--- config.mk ---
export PLATFORM = sky130hd
export DESIGN_NAME = tuner_cic_decim
export DESIGN_NICKNAME = d
export VERILOG_FILES = /design/src/rtl/tuner_pkg.sv /design/src/rtl/cic_channel.sv /design/src/rtl/tuner_cic_decim.sv
export SDC_FILE = /design/constraint.sdc
export NUM_CORES = 2
export LEC_CHECK = 0
export BUFFER_PORTS_ARGS = -buffer_cell sky130_fd_sc_hd__buf_2
export CORE_MARGIN = 1.5
export CORE_UTILIZATION = 37
export DETAILED_ROUTE_END_ITERATION = 6
export HOLD_SLACK_MARGIN = 0.12
export MAX_ROUTING_LAYER = met4
export PLACE_DENSITY = 0.59
export SLEW_MARGIN = 20
export SYNTH_ARGS = -nofsm -noshare
export SYNTH_HDL_FRONTEND = slang
export SYNTH_SLANG_ARGS = --single-unit
--- constraint.sdc ---
create_clock -name clk -period 11.3 [get_ports clk]
set_input_delay 1.695 -clock clk [delete_from_list [all_inputs] [get_ports clk]]
set_output_delay 1.695 -clock clk [all_outputs]
set_load 0.02 [all_outputs]
--- src/rtl/tuner_pkg.sv ---
// Shared widths, sample/accumulator types and rate clamp for the tuner CIC decimator.
// Pure declarations: no latency, no flow control.
package tuner_pkg;
    localparam int DSZ  = 16;
    localparam int NST  = 4;
    localparam int LSZ  = 4;
    localparam int DMAX = 8;
    localparam int ASZ  = DSZ + NST * DMAX;
    localparam int SHW  = $clog2(NST * DMAX + 1);
    localparam int SUPW = $clog2(NST + 1);

    typedef logic signed [ASZ-1:0] acc_t;
    typedef logic signed [DSZ-1:0] sample_t;
    typedef logic [DMAX-1:0]       cnt_t;
    typedef logic [SUPW-1:0]       sup_t;
    typedef logic [LSZ-1:0]        dec_t;

    function automatic dec_t clamp_decim(input dec_t d);
        if (d == '0)
            return dec_t'(1);
        if (d > dec_t'(DMAX))
            return dec_t'(DMAX);
        return d;
    endfunction
endpackage

--- src/rtl/cic_channel.sv ---
// One CIC channel: NST integrators, NST strobed combs, unity-gain slice (rounded/saturated when TUNER_CIC_ROUND_EN).
// Latency strobe->res_o 1 clock (2 with rounding); no backpressure, input consumed every clock.
module cic_channel
    import tuner_pkg::*;
(
    input  logic    clk,
    input  logic    rst_n,
    input  sample_t samp_i,
    input  logic    strb_i,
    input  logic    flush_i,
    input  dec_t    d_eff_i,
    output sample_t res_o
);
    logic [SHW-1:0] sh;
    acc_t           integ_q [NST];
    acc_t           dly_q   [NST];
    acc_t           dly_d   [NST];
    acc_t           c_acc;
    acc_t           comb_d;
    acc_t           comb_q;

    assign sh = SHW'(NST) * SHW'(d_eff_i);

    // Whole comb chain settles in one cycle; each delay register keeps its stage input.
    always_comb begin
        c_acc = integ_q[NST-1];
        for (int k = 0; k < NST; k++) begin
            dly_d[k] = c_acc;
            c_acc    = c_acc - dly_q[k];
        end
        comb_d = c_acc;
    end

    always_ff @(posedge clk or negedge rst_n) begin
        if (!rst_n) begin
            for (int k = 0; k < NST; k++) begin
                integ_q[k] <= '0;
                dly_q[k]   <= '0;
            end
            comb_q <= '0;
        end else begin
            integ_q[0] <= integ_q[0] + acc_t'(samp_i);
            for (int k = 1; k < NST; k++)
                integ_q[k] <= integ_q[k] + integ_q[k-1];
            if (flush_i) begin
                for (int k = 0; k < NST; k++)
                    dly_q[k] <= '0;
            end else if (strb_i) begin
                for (int k = 0; k < NST; k++)
                    dly_q[k] <= dly_d[k];
                comb_q <= comb_d;
            end
        end
    end

`ifdef TUNER_CIC_ROUND_EN
    localparam acc_t SMAX = acc_t'(2 ** (DSZ - 1) - 1);
    localparam acc_t SMIN = -acc_t'(2 ** (DSZ - 1));
    acc_t    rnd;
    acc_t    shf;
    sample_t res_q;

    always_comb begin
        rnd = comb_q + (acc_t'(1) <<< (sh - SHW'(1)));
        shf = rnd >>> sh;
    end

    always_ff @(posedge clk or negedge rst_n) begin
        if (!rst_n)
            res_q <= '0;
        else if (shf > SMAX)
            res_q <= sample_t'(SMAX);
        else if (shf < SMIN)
            res_q <= sample_t'(SMIN);
        else
            res_q <= sample_t'(shf);
    end

    assign res_o = res_q;
`else
    assign res_o = sample_t'(comb_q >>> sh);
`endif
endmodule

--- src/rtl/tuner_cic_decim.sv ---
// I/Q CIC decimator by 2^decim; shared counter, rate-change flush and refill suppression.
// Strobe->out_valid 2 clocks (3 with TUNER_CIC_ROUND_EN); no backpressure, one sample per clock.
module tuner_cic_decim
    import tuner_pkg::*;
(
    input  logic                  clk,
    input  logic                  reset,
    input  logic signed [DSZ-1:0] in_i,
    input  logic signed [DSZ-1:0] in_q,
    input  logic [LSZ-1:0]        decim,
    output logic signed [DSZ-1:0] out_i,
    output logic signed [DSZ-1:0] out_q,
    output logic                  out_valid
);
    localparam cnt_t CNT_ONES = '1;

    dec_t    d_clamp;
    dec_t    d_eff_q;
    logic    primed_q;
    cnt_t    cnt_q;
    cnt_t    mask;
    sup_t    sup_q;
    logic    wrap;
    logic    chg;
    logic    strb;
    logic    emit;
    logic    v1_q;
    logic    vld_last;
    sample_t ch_i_res;
    sample_t ch_q_res;
    sample_t oi_q;
    sample_t oq_q;
    logic    out_valid_q;

    assign d_clamp = clamp_decim(decim);
    assign mask    = ~(CNT_ONES << d_eff_q);
    // primed_q keeps the first cycle after reset from counting as a rate change.
    assign wrap    = primed_q && (cnt_q == mask);
    assign chg     = primed_q && (d_clamp != d_eff_q);
    assign strb    = wrap && !chg;
    assign emit    = strb && (sup_q == '0);

`ifdef TUNER_CIC_ROUND_EN
    logic v2_q;
    assign vld_last = v2_q;
`else
    assign vld_last = v1_q;
`endif

    always_ff @(posedge clk or negedge reset) begin
        if (!reset) begin
            d_eff_q     <= '0;
            primed_q    <= 1'b0;
            cnt_q       <= '0;
            sup_q       <= '0;
            v1_q        <= 1'b0;
`ifdef TUNER_CIC_ROUND_EN
            v2_q        <= 1'b0;
`endif
            oi_q        <= '0;
            oq_q        <= '0;
            out_valid_q <= 1'b0;
        end else begin
            d_eff_q  <= d_clamp;
            primed_q <= 1'b1;
            if (!primed_q || chg || wrap)
                cnt_q <= '0;
            else
                cnt_q <= cnt_q + cnt_t'(1);
            if (chg)
                sup_q <= sup_t'(NST);
            else if (strb && (sup_q != '0))
                sup_q <= sup_q - sup_t'(1);
            v1_q <= emit;
`ifdef TUNER_CIC_ROUND_EN
            v2_q <= v1_q;
`endif
            out_valid_q <= vld_last;
            if (vld_last) begin
                oi_q <= ch_i_res;
                oq_q <= ch_q_res;
            end
        end
    end

    cic_channel u_chan_i (
        .clk     (clk),
        .rst_n   (reset),
        .samp_i  (in_i),
        .strb_i  (strb),
        .flush_i (chg),
        .d_eff_i (d_eff_q),
        .res_o   (ch_i_res)
    );

    cic_channel u_chan_q (
        .clk     (clk),
        .rst_n   (reset),
        .samp_i  (in_q),
        .strb_i  (strb),
        .flush_i (chg),
        .d_eff_i (d_eff_q),
        .res_o   (ch_q_res)
    );

    assign out_i     = oi_q;
    assign out_q     = oq_q;
    assign out_valid = out_valid_q;
endmodule

Word level (Yosys, flattened, before mapping) --
Index checks and enable logic that the tools add are counted.
Word-level totals: input port bits 38, logic and storage cells 81, flip-flop bits (word level) 914, bits in read-only memories 0, bits in latches 0, memory bits (writable) 0, memories 0
Operators by class: $mul 0, shift-type cells 3, reductions and logical operators 15, add/sub/neg operators 18, bitwise logic cells 2, order comparisons 1, eq/ne operators 2, divide/modulo/power cells 0, muxes and demuxes 14
Operators by type and width (count):
- 2-to-1 mux 192 bit | 4
- subtractor 48 bit | 8
- adder 48 bit | 6
- adder 48 x 16 -> 48 bit | 2
- >>> shifter 48 x 6 -> 16 bit | 2
- 2-to-1 mux 4 bit | 4
- adder 8 x 1 -> 8 bit (second input constant) | 1
- == test 8 bit | 1
- 2-to-1 mux 8 bit | 1
- inverter 8 bit | 1
- left shift 8 x 4 -> 8 bit (first input constant) | 1
- 2-to-1 mux 3 bit | 2
- logical AND 1 bit | 5
- greater-than comparator 4 bit (second input constant) | 1
- zero test 4 bit | 1
- != test 4 bit | 1
- nonzero test 2 bit | 2
- zero test 3 bit | 1
- 2-to-1 mux 1 bit | 3
- nonzero test 3 bit | 1
- subtractor 3 x 1 -> 3 bit (second input constant) | 1
- zero test 1 bit | 2
- logical OR 1 bit | 2
- AND reduction 2 bit | 1
- inverter 1 bit | 1

Longest topological paths before layout --
depth in word-level cells 12, depth in mapped cells 47

Hierarchy --
A second synthesis with hierarchy kept.
Unflattened totals: cell total of the unflattened synthesis 8227, area, all modules 72824.8 um^2
Modules (own cells, without submodules):
- cic_channel (u_chan_q) | instances 1, cells an instance 4032, area an instance 35397.7 um^2
- cic_channel (u_chan_i) | instances 1, cells an instance 4018, area an instance 35151.2 um^2
- tuner_cic_decim | instances 1, cells an instance 177, area an instance 2275.9 um^2

Worst setup path after synthesis --
No wires, ideal clock.
path kind register to register, from register u_chan_i.integ_q (netlist bit u_chan_i.dly_d[145]), to register u_chan_i.comb_q[47], data arrival time 8.353 ns, setup time 0.124 ns, path slack 2.823 ns, path buffers 2, clock period less this slack 8.477 ns, cell stages (with the launch flop) 45, path through dfrtp_1 -> ha_1 -> nor2b_1 -> o31a_2 -> o22ai_1 -> o31a_1 -> o21ai_1 -> a21o_1 -> a21o_1 -> a21o_1 -> a21o_1 -> a31oi_1 -> xnor2_1 -> ha_1 -> clkbuf_1 -> a21o_1 -> a21o_1 -> a21o_1 -> (+9 left out) -> or4_1 -> a21oi_1 -> o211ai_1 -> a21boi_1 -> nor2_1 -> ha_1 -> clkbuf_1 -> a21o_1 -> a21o_1 -> a21o_1 -> a21o_1 -> a21oi_1 -> inv_1 -> a221o_1 -> a41oi_1 -> xor2_1 -> xnor2_1 -> o21ai_1
Between the ends: word-level cells in the longest chain between the ends 4
Ends and longest elaborated chain:
- start: declaration | line cic_channel.sv:15 | acc_t integ_q [NST];
- start signal: indexed assignment | line cic_channel.sv:44 | integ_q[k] <= integ_q[k] + integ_q[k-1];
- subtractor 48 bit (4 in series) | line cic_channel.sv:29 | c_acc = c_acc - dly_q[k];
- end signal: assignment | line cic_channel.sv:51 | comb_q <= comb_d;
- end: declaration | line cic_channel.sv:20 | acc_t comb_q;
No other way between the ends. A chain may end at the register's enable or synchronous reset.

Worst setup path after layout --
from register u_chan_i.integ_q (netlist bit u_chan_i.dly_d[144]), to register u_chan_i.comb_q[47]
Same word-level chain as after synthesis.

==> out/metrics.yaml <==
status: "finished clean"
ctsResizeCount: 0
rsz0062_at_grt: "no"
synth_area_leaders: "dfrtp_1 32%, ha_1 13%, a21oi_1 7.5%"
slew_headroom_pct: 16.9
final_util_pct: 40.8
hold_path_depth: 2
crit_arrival_ns: 10.20
htree_levels: 3
reg2reg_slack_ns: 1.68
antenna_found_initial: 2
routed_wl_mm: 172
synth-async-reset-ratio_pct: 100
clock_sinks: 914
io_pins: 71
syn_area_mm2: 0.0719
fin_crit_ns: 9.62
wl_per_cell_um: 15.5
drv_slew: 0
grt_overflow_total: 0
vias: 58900
startpoint: "u_chan_i.dly_d[144]$_DFF_PN0_"
io_buffers: 70
cp_slowest_stage_delay_ns: 0.58
fin_worst_skew_ns: 0.0487
final.setup.tns_ns: 0
synth.top_cell.area_share_pct: 31.8
finalNonFillerCells: 11100
fin_nets: 9295
final_common_cell: "nand2_1"
grt_first_pass_wirelength_mm: 290
path_common_cell: "a21o_1"
die-width_um: 444
ys_ff_latch: 914
drt-met1-wl_mm: 87.7
die_h_um: 444
postCtsSetupBuffers: 0
place_congestion: 0.886
yosys.cell_types.count: 98
drc: 0
cpMaxStageDelayCell: "a2111oi_2"
synth_edf_count: 0
min-delay-start: "u_chan_i.comb_q[1]$_DFFE_PN0P_"
drive_gt1_share_pct: 4.83
vias_per_cell: 5.31
wl_met2_mm: 74.6
worst-setup-path-type: "reg2reg"
postLayoutCellArea_mm2: 0.0786
ys_seq_area_share_pct: 31.8
core_area_mm2: 0.193
dr.first_iter.drc_count: 3580
cts_buffer_depth: 3
worst-path-max-fanout: 7
postCtsHoldBufs: 0
hold_viol: 0
wl_met3_mm: 5.87
clkSlewWorstSetupHoldPaths_ns: 0.06
hp-class: "reg2reg"
fin_crit_sh_pct: 85.1
worstMarginPinSlew_ns: 1.25
end_kind: "register"
whs_endpoint: "u_chan_i.comb_q[1]$_DFFE_PN0P_"
routed.top_layer: "met4"
start_util_pct: 37.3
first_global_vias: 57600
reg2reg_depth: 44
worstReg2RegStart: "u_chan_i.dly_d[144]$_DFF_PN0_"
worst_skew_pair.late_latency_ns: 0.75
r2r_end: "u_chan_i.comb_q[47]$_DFFE_PN0P_"
dp.cells: 10900
grtUsageTotal_pct: 17.7
startpoint_type: "register"
die_area_mm2: 0.197
syn_nets: 9377
cts_tree: "yes"
cp.required_ns: 11.89
setup_violations: 0
root_buffer: "clkbuf_16"
area_delta_synth_final_pct: 9.26
yosysWarnings: 0
synth-main-ff-cell: "dfrtp_1"
layout_common_cells: "1140 x nand2_1, 1083 x a21oi_1, 911 x dfrtp_1"
syn_inst: 8568
first_pass_iters: 6
dp_hpwl_mm: 127
rows: 161
syn_avg_cell_area_um2: 8.39
synth_top_cell_by_area: "dfrtp_1"
maxCapViolations: 0
grt_max_degree: 218
ant_nets: 0
cts_buffers: 109
dpl_cell_area_mm2: 0.0746
fmax_mhz: 104
metal layers:
metal,global-route usage (%),vias to the layer above
li1,-,30300
met1,24.8,27400
met2,27.3,921
met3,1.78,229
met4,4.63,0
met5,-,-
kinds of logic after synthesis:
group	synth area share (%)
compound gates	24.0
xor+xnor	8.51
fa+ha+maj	13.6
buf+inv	4.68
flops	31.8
mux	2.27
other cells	0.00522
simple gates	15.1
state kept, by name (all words and copies together) (netlist names):
signal,cells
cnt_q,8
d_eff_q,4
out_i,16
out_q,16
out_valid,1
primed_q,1
sup_q,3
u_chan_i.comb_q,48
u_chan_i.dly_d,48
u_chan_i.dly_q,192
u_chan_i.integ_q,144
u_chan_q.comb_q,48
u_chan_q.dly_d,48
u_chan_q.dly_q,192
u_chan_q.integ_q,144
v1_q,1
cell usage after synthesis (17+ instances only):
| library cell | number |
|---|---|
| a21boi_0 | 32 |
| o21a_1 | 96 |
| ha_1 | 755 |
| and2_1 | 48 |
| o31ai_1 | 56 |
| nor2_1 | 450 |
| o211ai_1 | 51 |
| nor3_1 | 101 |
| mux2i_1 | 57 |
| o21bai_1 | 101 |
| clkbuf_1 | 256 |
| or4_1 | 18 |
| and4_1 | 22 |
| a31oi_1 | 86 |
| mux4_2 | 31 |
| nand3_1 | 149 |
| o21ai_0 | 441 |
| dfrtp_1 | 914 |
| nand4_1 | 97 |
| buf_1 | 33 |
| nor2b_1 | 89 |
| a221oi_1 | 24 |
| a211oi_1 | 78 |
| o221ai_1 | 17 |
| inv_1 | 598 |
| a21oi_1 | 1083 |
| xor2_1 | 232 |
| mux2_2 | 32 |
| xnor2_1 | 459 |
| o21ai_1 | 47 |
| and3_1 | 70 |
| or3_1 | 24 |
| a21o_1 | 445 |
| nand2_1 | 1141 |
| nand2b_1 | 114 |
critical path: cells and delay by family, from the launching register on:
kind	cells	cell delay [ns]
AO/OA/AOI/OAI	26	5.24
XOR/XNOR	5	0.96
adder cells (fa/ha/maj)	5	1.69
buffers and inverters	2	0.13
flip-flops	1	0.36
AND/OR/NAND/NOR	6	1.09
how the worst max path moves through the flow:
stage,endpoint,slack [ns],cells past startpoint
2_1_floorplan,u_chan_i.comb_q[47]$_DFFE_PN0P_,2.82,44
3_3_place_gp,u_chan_i.comb_q[47]$_DFFE_PN0P_,1.86,45
3_5_place_dp,u_chan_i.comb_q[47]$_DFFE_PN0P_,1.76,45
4_1_cts,u_chan_i.comb_q[47]$_DFFE_PN0P_,1.68,44
5_1_grt,u_chan_i.comb_q[47]$_DFFE_PN0P_,0.71,45
6_report,u_chan_i.comb_q[47]$_DFFE_PN0P_,1.68,44
metrics by stage:
step                hold slack, ns  setup slack [ns]
finish                       0.479              1.68
global route                 0.509             0.705
CTS                          0.488              1.68
detailed placement           0.475              1.76
global placement             0.474              1.86
floorplan                    0.352              2.82
area by class of cell:
cell class                      instances  area [um^2]
Tap cell                             2526         3160
Inverter                              600         2250
Clock buffer                          155         3230
Antenna cell                            2         5.00
Clock inverter                         42          651
Timing Repair Buffer                  100          681
Multi-Input combinational cell       6761        45700
Sequential cell                       914        22900
Fill cell                           19100       114000
Power is left out: the tool's default activity adds up to more than one toggle a clock period on the data nets, which glitch-free logic cannot reach.
